[src/rtl/rhd_pkg.sv]
// rtl/rhd_pkg.sv - Shared types and RHD command encodings for the scan sequencer.
package rhd_pkg;

  typedef enum logic [2:0] {
    ST_IDLE,
    ST_ISSUE,
    ST_WAIT_DONE,
    ST_WAIT_REL,
    ST_FINISH
  } seq_state_t;

  localparam logic [1:0] CMD_CONVERT = 2'b00;
  localparam logic [1:0] CMD_WRITE   = 2'b10;
  localparam logic [1:0] CMD_READ    = 2'b11;

  // READ(40): harmless register read used to push the last two replies out.
  localparam logic [15:0] FLUSH_CMD_DEFAULT = {CMD_READ, 6'd40, 8'h00};

  // Replies arrive two commands after the command that produced them.
  localparam int PIPE_DEPTH = 2;

  function automatic logic [15:0] convert_cmd(input logic [5:0] ch);
    return {CMD_CONVERT, ch, 8'h00};
  endfunction

endpackage

[src/rtl/rhd_result_slot.sv]
// rtl/rhd_result_slot.sv - One-entry valid/ready result register with sticky overrun flag.
module rhd_result_slot #(
  parameter int CW = 6,
  parameter int DW = 32
) (
  input  logic          clk,
  input  logic          rst,
  input  logic          load,
  input  logic [CW-1:0] load_channel,
  input  logic [DW-1:0] load_data,
  input  logic          ready,
  input  logic          clear_flag,
  output logic          valid,
  output logic [CW-1:0] channel,
  output logic [DW-1:0] data,
  output logic          overrun
);

  logic lost;

  // A load on the accept cycle is a clean hand-over, not a loss.
  assign lost = load && valid && !ready;

  always_ff @(posedge clk or posedge rst) begin
    if (rst) begin
      valid   <= 1'b0;
      channel <= '0;
      data    <= '0;
      overrun <= 1'b0;
    end else begin
      if (load) begin
        valid   <= 1'b1;
        channel <= load_channel;
        data    <= load_data;
      end else if (valid && ready) begin
        valid <= 1'b0;
      end
      overrun <= (overrun && !clear_flag) || lost;
    end
  end

endmodule

[src/rtl/rhd_scan_sequencer.sv]
// rtl/rhd_scan_sequencer.sv - Per-tick CONVERT sweep plus flushes, with 2-deep reply realignment.
// Define AUX_CMD_EN to add one user command slot after the sweep, reported on aux_rdata/aux_rvalid.
module rhd_scan_sequencer
  import rhd_pkg::*;
#(
  parameter int          MAX_CH    = 32,
  parameter logic [15:0] FLUSH_CMD = FLUSH_CMD_DEFAULT
) (
  input  logic        clk,
  input  logic        rst,
  input  logic        enable,
  input  logic        sample_tick,
  input  logic [5:0]  num_channels,
  input  logic        clear_flags,
  output logic        spi_start,
  output logic [15:0] spi_cmd,
  input  logic        spi_done,
  input  logic [31:0] spi_data,
  output logic        res_valid,
  input  logic        res_ready,
  output logic [5:0]  res_channel,
  output logic [31:0] res_data,
  output logic        frame_done,
  output logic        seq_busy,
  output logic        tick_miss,
`ifdef AUX_CMD_EN
  input  logic [15:0] aux_cmd,
  output logic [31:0] aux_rdata,
  output logic        aux_rvalid,
`endif
  output logic        res_overrun
);

`ifdef AUX_CMD_EN
  localparam int AUX_SLOTS = 1;
`else
  localparam int AUX_SLOTS = 0;
`endif
  localparam logic [5:0] MAX_N     = 6'(MAX_CH);
  localparam logic [5:0] PIPE_W    = 6'(PIPE_DEPTH);
  localparam logic [5:0] LEN_EXTRA = 6'(PIPE_DEPTH + AUX_SLOTS);

  seq_state_t  state, state_d;
  logic [5:0]  idx, idx_d, idx_inc;
  logic [5:0]  n_lat, n_d, n_clamped;
  logic [5:0]  len, len_d;
  logic [5:0]  rep_idx;
  logic [15:0] cmd_d, nxt_cmd;
  logic        frame_start, capture, have_rep, res_load;

  assign frame_start = (state == ST_IDLE) && sample_tick && enable;
  assign idx_inc     = idx + 6'd1;
  assign rep_idx     = idx - PIPE_W;
  assign have_rep    = (idx >= PIPE_W);
  assign res_load    = capture && have_rep && (rep_idx < n_lat);

  always_comb begin
    n_clamped = num_channels;
    if (num_channels == 6'd0) begin
      n_clamped = 6'd1;
    end else if (num_channels > MAX_N) begin
      n_clamped = MAX_N;
    end
  end

`ifdef AUX_CMD_EN
  logic [15:0] aux_lat;
  logic        aux_load;

  assign aux_load = capture && have_rep && (rep_idx == n_lat);

  always_ff @(posedge clk or posedge rst) begin
    if (rst) begin
      aux_lat    <= '0;
      aux_rdata  <= '0;
      aux_rvalid <= 1'b0;
    end else begin
      if (frame_start) begin
        aux_lat <= aux_cmd;
      end
      aux_rvalid <= aux_load;
      if (aux_load) begin
        aux_rdata <= spi_data;
      end
    end
  end
`endif

  // Command for the slot after the current one: CONVERTs, optional AUX, then flushes.
  always_comb begin
    nxt_cmd = FLUSH_CMD;
    if (idx_inc < n_lat) begin
      nxt_cmd = convert_cmd(idx_inc);
    end
`ifdef AUX_CMD_EN
    else if (idx_inc == n_lat) begin
      nxt_cmd = aux_lat;
    end
`endif
  end

  always_comb begin
    state_d    = state;
    idx_d      = idx;
    n_d        = n_lat;
    len_d      = len;
    cmd_d      = spi_cmd;
    capture    = 1'b0;
    spi_start  = 1'b0;
    frame_done = 1'b0;
    seq_busy   = (state != ST_IDLE) && (state != ST_FINISH);
    case (state)
      ST_IDLE: begin
        if (frame_start) begin
          n_d     = n_clamped;
          len_d   = n_clamped + LEN_EXTRA;
          idx_d   = 6'd0;
          cmd_d   = convert_cmd(6'd0);
          state_d = ST_ISSUE;
        end
      end
      ST_ISSUE: begin
        spi_start = 1'b1;
        state_d   = ST_WAIT_DONE;
      end
      ST_WAIT_DONE: begin
        if (spi_done) begin
          capture = 1'b1;
          state_d = ST_WAIT_REL;
        end
      end
      ST_WAIT_REL: begin
        if (!spi_done) begin
          idx_d = idx_inc;
          if (idx_inc == len) begin
            state_d = ST_FINISH;
          end else begin
            cmd_d   = nxt_cmd;
            state_d = ST_ISSUE;
          end
        end
      end
      ST_FINISH: begin
        frame_done = 1'b1;
        state_d    = ST_IDLE;
      end
      default: state_d = ST_IDLE;
    endcase
  end

  always_ff @(posedge clk or posedge rst) begin
    if (rst) begin
      state     <= ST_IDLE;
      idx       <= '0;
      n_lat     <= '0;
      len       <= '0;
      spi_cmd   <= '0;
      tick_miss <= 1'b0;
    end else begin
      state     <= state_d;
      idx       <= idx_d;
      n_lat     <= n_d;
      len       <= len_d;
      spi_cmd   <= cmd_d;
      tick_miss <= (tick_miss && !clear_flags) || (sample_tick && (state != ST_IDLE));
    end
  end

  rhd_result_slot #(
    .CW(6),
    .DW(32)
  ) u_slot (
    .clk          (clk),
    .rst          (rst),
    .load         (res_load),
    .load_channel (rep_idx),
    .load_data    (spi_data),
    .ready        (res_ready),
    .clear_flag   (clear_flags),
    .valid        (res_valid),
    .channel      (res_channel),
    .data         (res_data),
    .overrun      (res_overrun)
  );

endmodule

[config.mk]
export PLATFORM = sky130hd
export DESIGN_NAME = rhd_scan_sequencer
export DESIGN_NICKNAME = d
export VERILOG_FILES = /design/src/rtl/rhd_pkg.sv /design/src/rtl/rhd_result_slot.sv /design/src/rtl/rhd_scan_sequencer.sv
export SDC_FILE = /design/constraint.sdc
export NUM_CORES = 1
export LEC_CHECK = 0
export CELL_PAD_IN_SITES_DETAIL_PLACEMENT = 1
export CELL_PAD_IN_SITES_GLOBAL_PLACEMENT = 1
export CORE_UTILIZATION = 39
export DETAILED_ROUTE_END_ITERATION = 6
export PLACE_DENSITY_LB_ADDON = 0.1
export SYNTH_ARGS = -nofsm -noshare
export SYNTH_HDL_FRONTEND = slang
export SYNTH_SLANG_ARGS = --single-unit
export TNS_END_PERCENT = 10
[constraint.sdc]
create_clock -name clk -period 5.7 [get_ports clk]
set_input_delay 0.57 -clock clk [delete_from_list [all_inputs] [get_ports clk]]
set_output_delay 0.57 -clock clk [all_outputs]
set_load 0.02 [all_outputs]
==> flow_summary_export.csv <==
group,metric,value,unit
yosys,ys_types,42,
flow_run,maxCapViolations,0,
sta,finalMaxSlewViolations,0,
clock_network,clock_latency,0.33,ns
power_and_ir_drop,power_density,496,nW/µm²
cells_and_area,stdcell_count,486,
yosys,ys_seq_elements,68,
floorplan,die_y,95.0,µm
global_route,grtUsageTotal,19.2,%
worst_setup_path,critPathLaunchType,"flop",
sta,fmax,307,MHz
worst_setup_path,cpMostUsedCell,"ha_1",
power_and_ir_drop,max-vdd-ir-drop,185,µV
sta,fin_setup_tns,0,ns
sta,finalCritPeriodShare,57.1,%
clock_network,cts_buffers,9,
yosys,syn_area,3370,µm²
floorplan,die-area,9030,µm²
worst_setup_path,worstPathCellList,"inv_1 -> ha_1 -> xor2_1 -> ha_1 -> a211oi_1 -> a21oi_1 -> nor3_4 -> buf_4 -> mux2_2",
worst_setup_path,critPathMaxFanout,22,
worst_setup_path,worstSetupPathType,"flop to flop",
sta,rsz0062_at_grt,"no",
global_route,grt_pass1_vias,2541,
cells_and_area,diodes,0,
detailed_routing,detail_route.iter0.violations,46,
sta,setup_viol,0,
sta,fin_crit,3.25,ns
sta,layout_setup_ws,2.45,ns
worst_setup_path,required,5.92,ns
clock_network,clk_path_buf_depth,2,
clock_network,htree_num_levels,3,
yosys,async_flop_share,100,%
worst_setup_path,rr_worst_depth,9,
yosys,synth_flop_cell,"dfrtp_1",
detailed_routing,drc,0,
yosys,yosysWarnings,0,
worst_setup_path,cp_num_cells,9,
placement,dp_hpwl,5900,µm
placement,place_worst_setup_slack,2.42,ns
power_and_ir_drop,finalPower,0.00228,W
floorplan,die_w,95.0,µm
floorplan,core,8300,µm²
worst_setup_path,slowest_delay,0.72,ns
yosys,synth_edf_count,0,
floorplan,start_util,40.7,%
placement,io_buffers,96,
detailed_routing,vias,2448,
yosys,netlist_instances,283,
floorplan,pin_count,105,
cells_and_area,final_nets,439,
power_and_ir_drop,seqPwrFrac,33.2,%
worst_setup_path,crit_path_end_kind,"flop",
placement,gp_congestion,0.795,
cells_and_area,area_delta_synth_final,36.5,%
clock_network,tritoncts,"done",
detailed_routing,firstDrtPassIters,6,
min_path,holdPathStages,1,
power_and_ir_drop,p_sw,0.000814,W
yosys,synthTopCellsByArea,"dfrtp_1 50%, mux2_2 13%, ha_1 6.3%, xnor2_1 2.6%, a32o_1 2.4%",
power_and_ir_drop,sw_frac_of_total,35.6,%
worst_setup_path,path_buf_inv,2,
clock_network,cts_post_setup_buffers_inserted,0,
worst_setup_path,slowest_stage,"nor3_4",
clock_network,clk_pin_slew_worst_paths,0.07,ns
power_and_ir_drop,p_int,0.00147,W
global_route,antenna_found_initial,0,
clock_network,ctsHoldBuffers,0,
detailed_routing,post_drt_wl_per_cell,16.5,µm
cells_and_area,drive_gt1_share,15.7,%
power_and_ir_drop,pwr-share-comb,44.6,%
sta,relSlewSlack,43.2,%
yosys,synth_top_area_share,50.4,%
sta,hold_viol_final,0,
min_path,worst_hold_path_type,"flop to flop",
detailed_routing,via_per_inst,5.04,
cells_and_area,final_util,55.5,%
clock_network,cts_root_buf,"clkbuf_8",
yosys,seq_area_frac_synth,50.4,%
yosys,syn_area_per_cell,11.9,µm²
placement,dpl.cell_count,471,
status,outcome,"completed",
floorplan,rows,33,
global_route,grt-ovfl-total,0,
clock_network,cts_resized,0,
worst_setup_path,path_delay_family,"simple AND/OR/NAND/NOR gates",
power_and_ir_drop,p_leak,2.07,nW
detailed_routing,drt_wl_total,8040,µm
yosys,yosys.area.top_type,"dfrtp_1",
global_route,grt_max_degree,69,
global_route,grt_pass1_wl,12900,µm
detailed_routing,ant_nets,0,
sta,skew,0.00666,ns
worst_setup_path,worstPathArrival,3.47,ns
power_and_ir_drop,clockPowerShare,22.2,%
clock_network,clock_sinks,68,
sta,worstMarginPinSlew,0.852,ns
[cell type report]
type	instances	area (µm²)
clock inverter	5	125
timing repair buffer	98	976
sequential	68	1700
multi-input combinational	182	1480
tap	105	131
inverter	18	67.6
clock buffer	10	128
fill	900	3690
[routing by layer]
layer | GRT usage [%] | vias to the layer above | wire length, µm | share of wire, %
li1 | - | 1162 | - | -
met1 | 24.2 | 1208 | 3560 | 44
met2 | 32.9 | 72 | 4110 | 51
met3 | 4.70 | 6 | 326 | 4.1
met4 | 5.30 | 0 | 46 | 0.57
met5 | 0 | - | 0 | 0
[final timing paths]
check | endpoint | slack [ns] | startpoint
min in group asynchronous | u_slot.data[20] | 0.81 | rst
setup reg to reg | u_slot.data[31] | 2.45 | idx[1]
max in group asynchronous | n_lat[0] | 4.34 | rst
hold reg to reg | n_lat[1] | 0.49 | n_lat[1]
setup / recovery | u_slot.data[31] | 2.45 | idx[1]
hold / removal | n_lat[1] | 0.49 | n_lat[1]
[synth_stat cells, types with 2 or more instances]
master / count
a21o_1: 4
a21oi_1: 2
a22o_1: 2
a32o_1: 8
and2_1: 3
buf_2: 3
buf_4: 9
buf_6: 5
clkbuf_1: 3
clkbuf_2: 2
dfrtp_1: 68
ha_1: 17
inv_1: 18
mux2_2: 39
nand2_1: 18
nand3_1: 4
nand3b_1: 2
nand4_1: 2
nor2_1: 11
nor2b_1: 7
nor3_1: 5
nor3_2: 2
nor3b_1: 2
o211ai_1: 2
o21ai_0: 9
o2bb2ai_1: 2
o31ai_1: 5
xnor2_1: 10
xor2_1: 6
[sequential cells by signal, summed over array words and instances (netlist names)]
signal / cells
idx: 6
tick_miss: 1
u_slot.overrun: 1
u_slot.channel: 6
spi_cmd: 7
u_slot.data: 32
n_lat: 6
len: 5
u_slot.valid: 1
state: 3
[power by group through the flow]
stage	Clock, W	Combinational [W]	Sequential, W
2_1_floorplan	0	0.000500	0.000874
3_3_place_gp	0	0.000998	0.000759
3_5_place_dp	0	0.00102	0.000766
4_1_cts	0.000520	0.00103	0.000761
5_1_grt	0.000541	0.00111	0.000782
6_report	0.000508	0.00102	0.000758
[per-stage QoR]
| stage | cell area, µm² | hold WS, ns |
|---|---|---|
| global route | 4610 | 0.511 |
| detailed placement | 4350 | 0.469 |
| finish | 4610 | 0.495 |
| CTS | 4610 | 0.492 |
| floorplan | 3400 | 0.447 |
| global placement | 4350 | 0.466 |
[layout by cell type, fill, tap and decap left out, drive strengths merged, types with 7 or more instances in the layout]
| master | n |
|---|---|
| inv | 18 |
| nor2b | 7 |
| nor2 | 11 |
| clkdlybuf4s50 | 96 |
| nand2 | 18 |
| conb | 8 |
| dfrtp | 68 |
| clkbuf | 10 |
| a32o | 8 |
| o21ai | 10 |
| mux2 | 39 |
| ha | 17 |
| nor3 | 7 |
| xnor2 | 10 |
[logic make-up (layout without fill, tap and decap cells)]
logic type	after synthesis	in the layout	share of synthesized area, %
AO/OA/AOI/OAI	40	40	8.94
XOR/XNOR	17	17	4.86
adder cells (fa/ha/maj)	17	17	6.30
buffers and inverters	40	131	6.75
flip-flops	68	68	50.4
multiplexers	39	39	13.0
other	1	8	0.111
AND/OR/NAND/NOR	61	61	9.60
No activity file was read; power rests on OpenSTA's default activity.
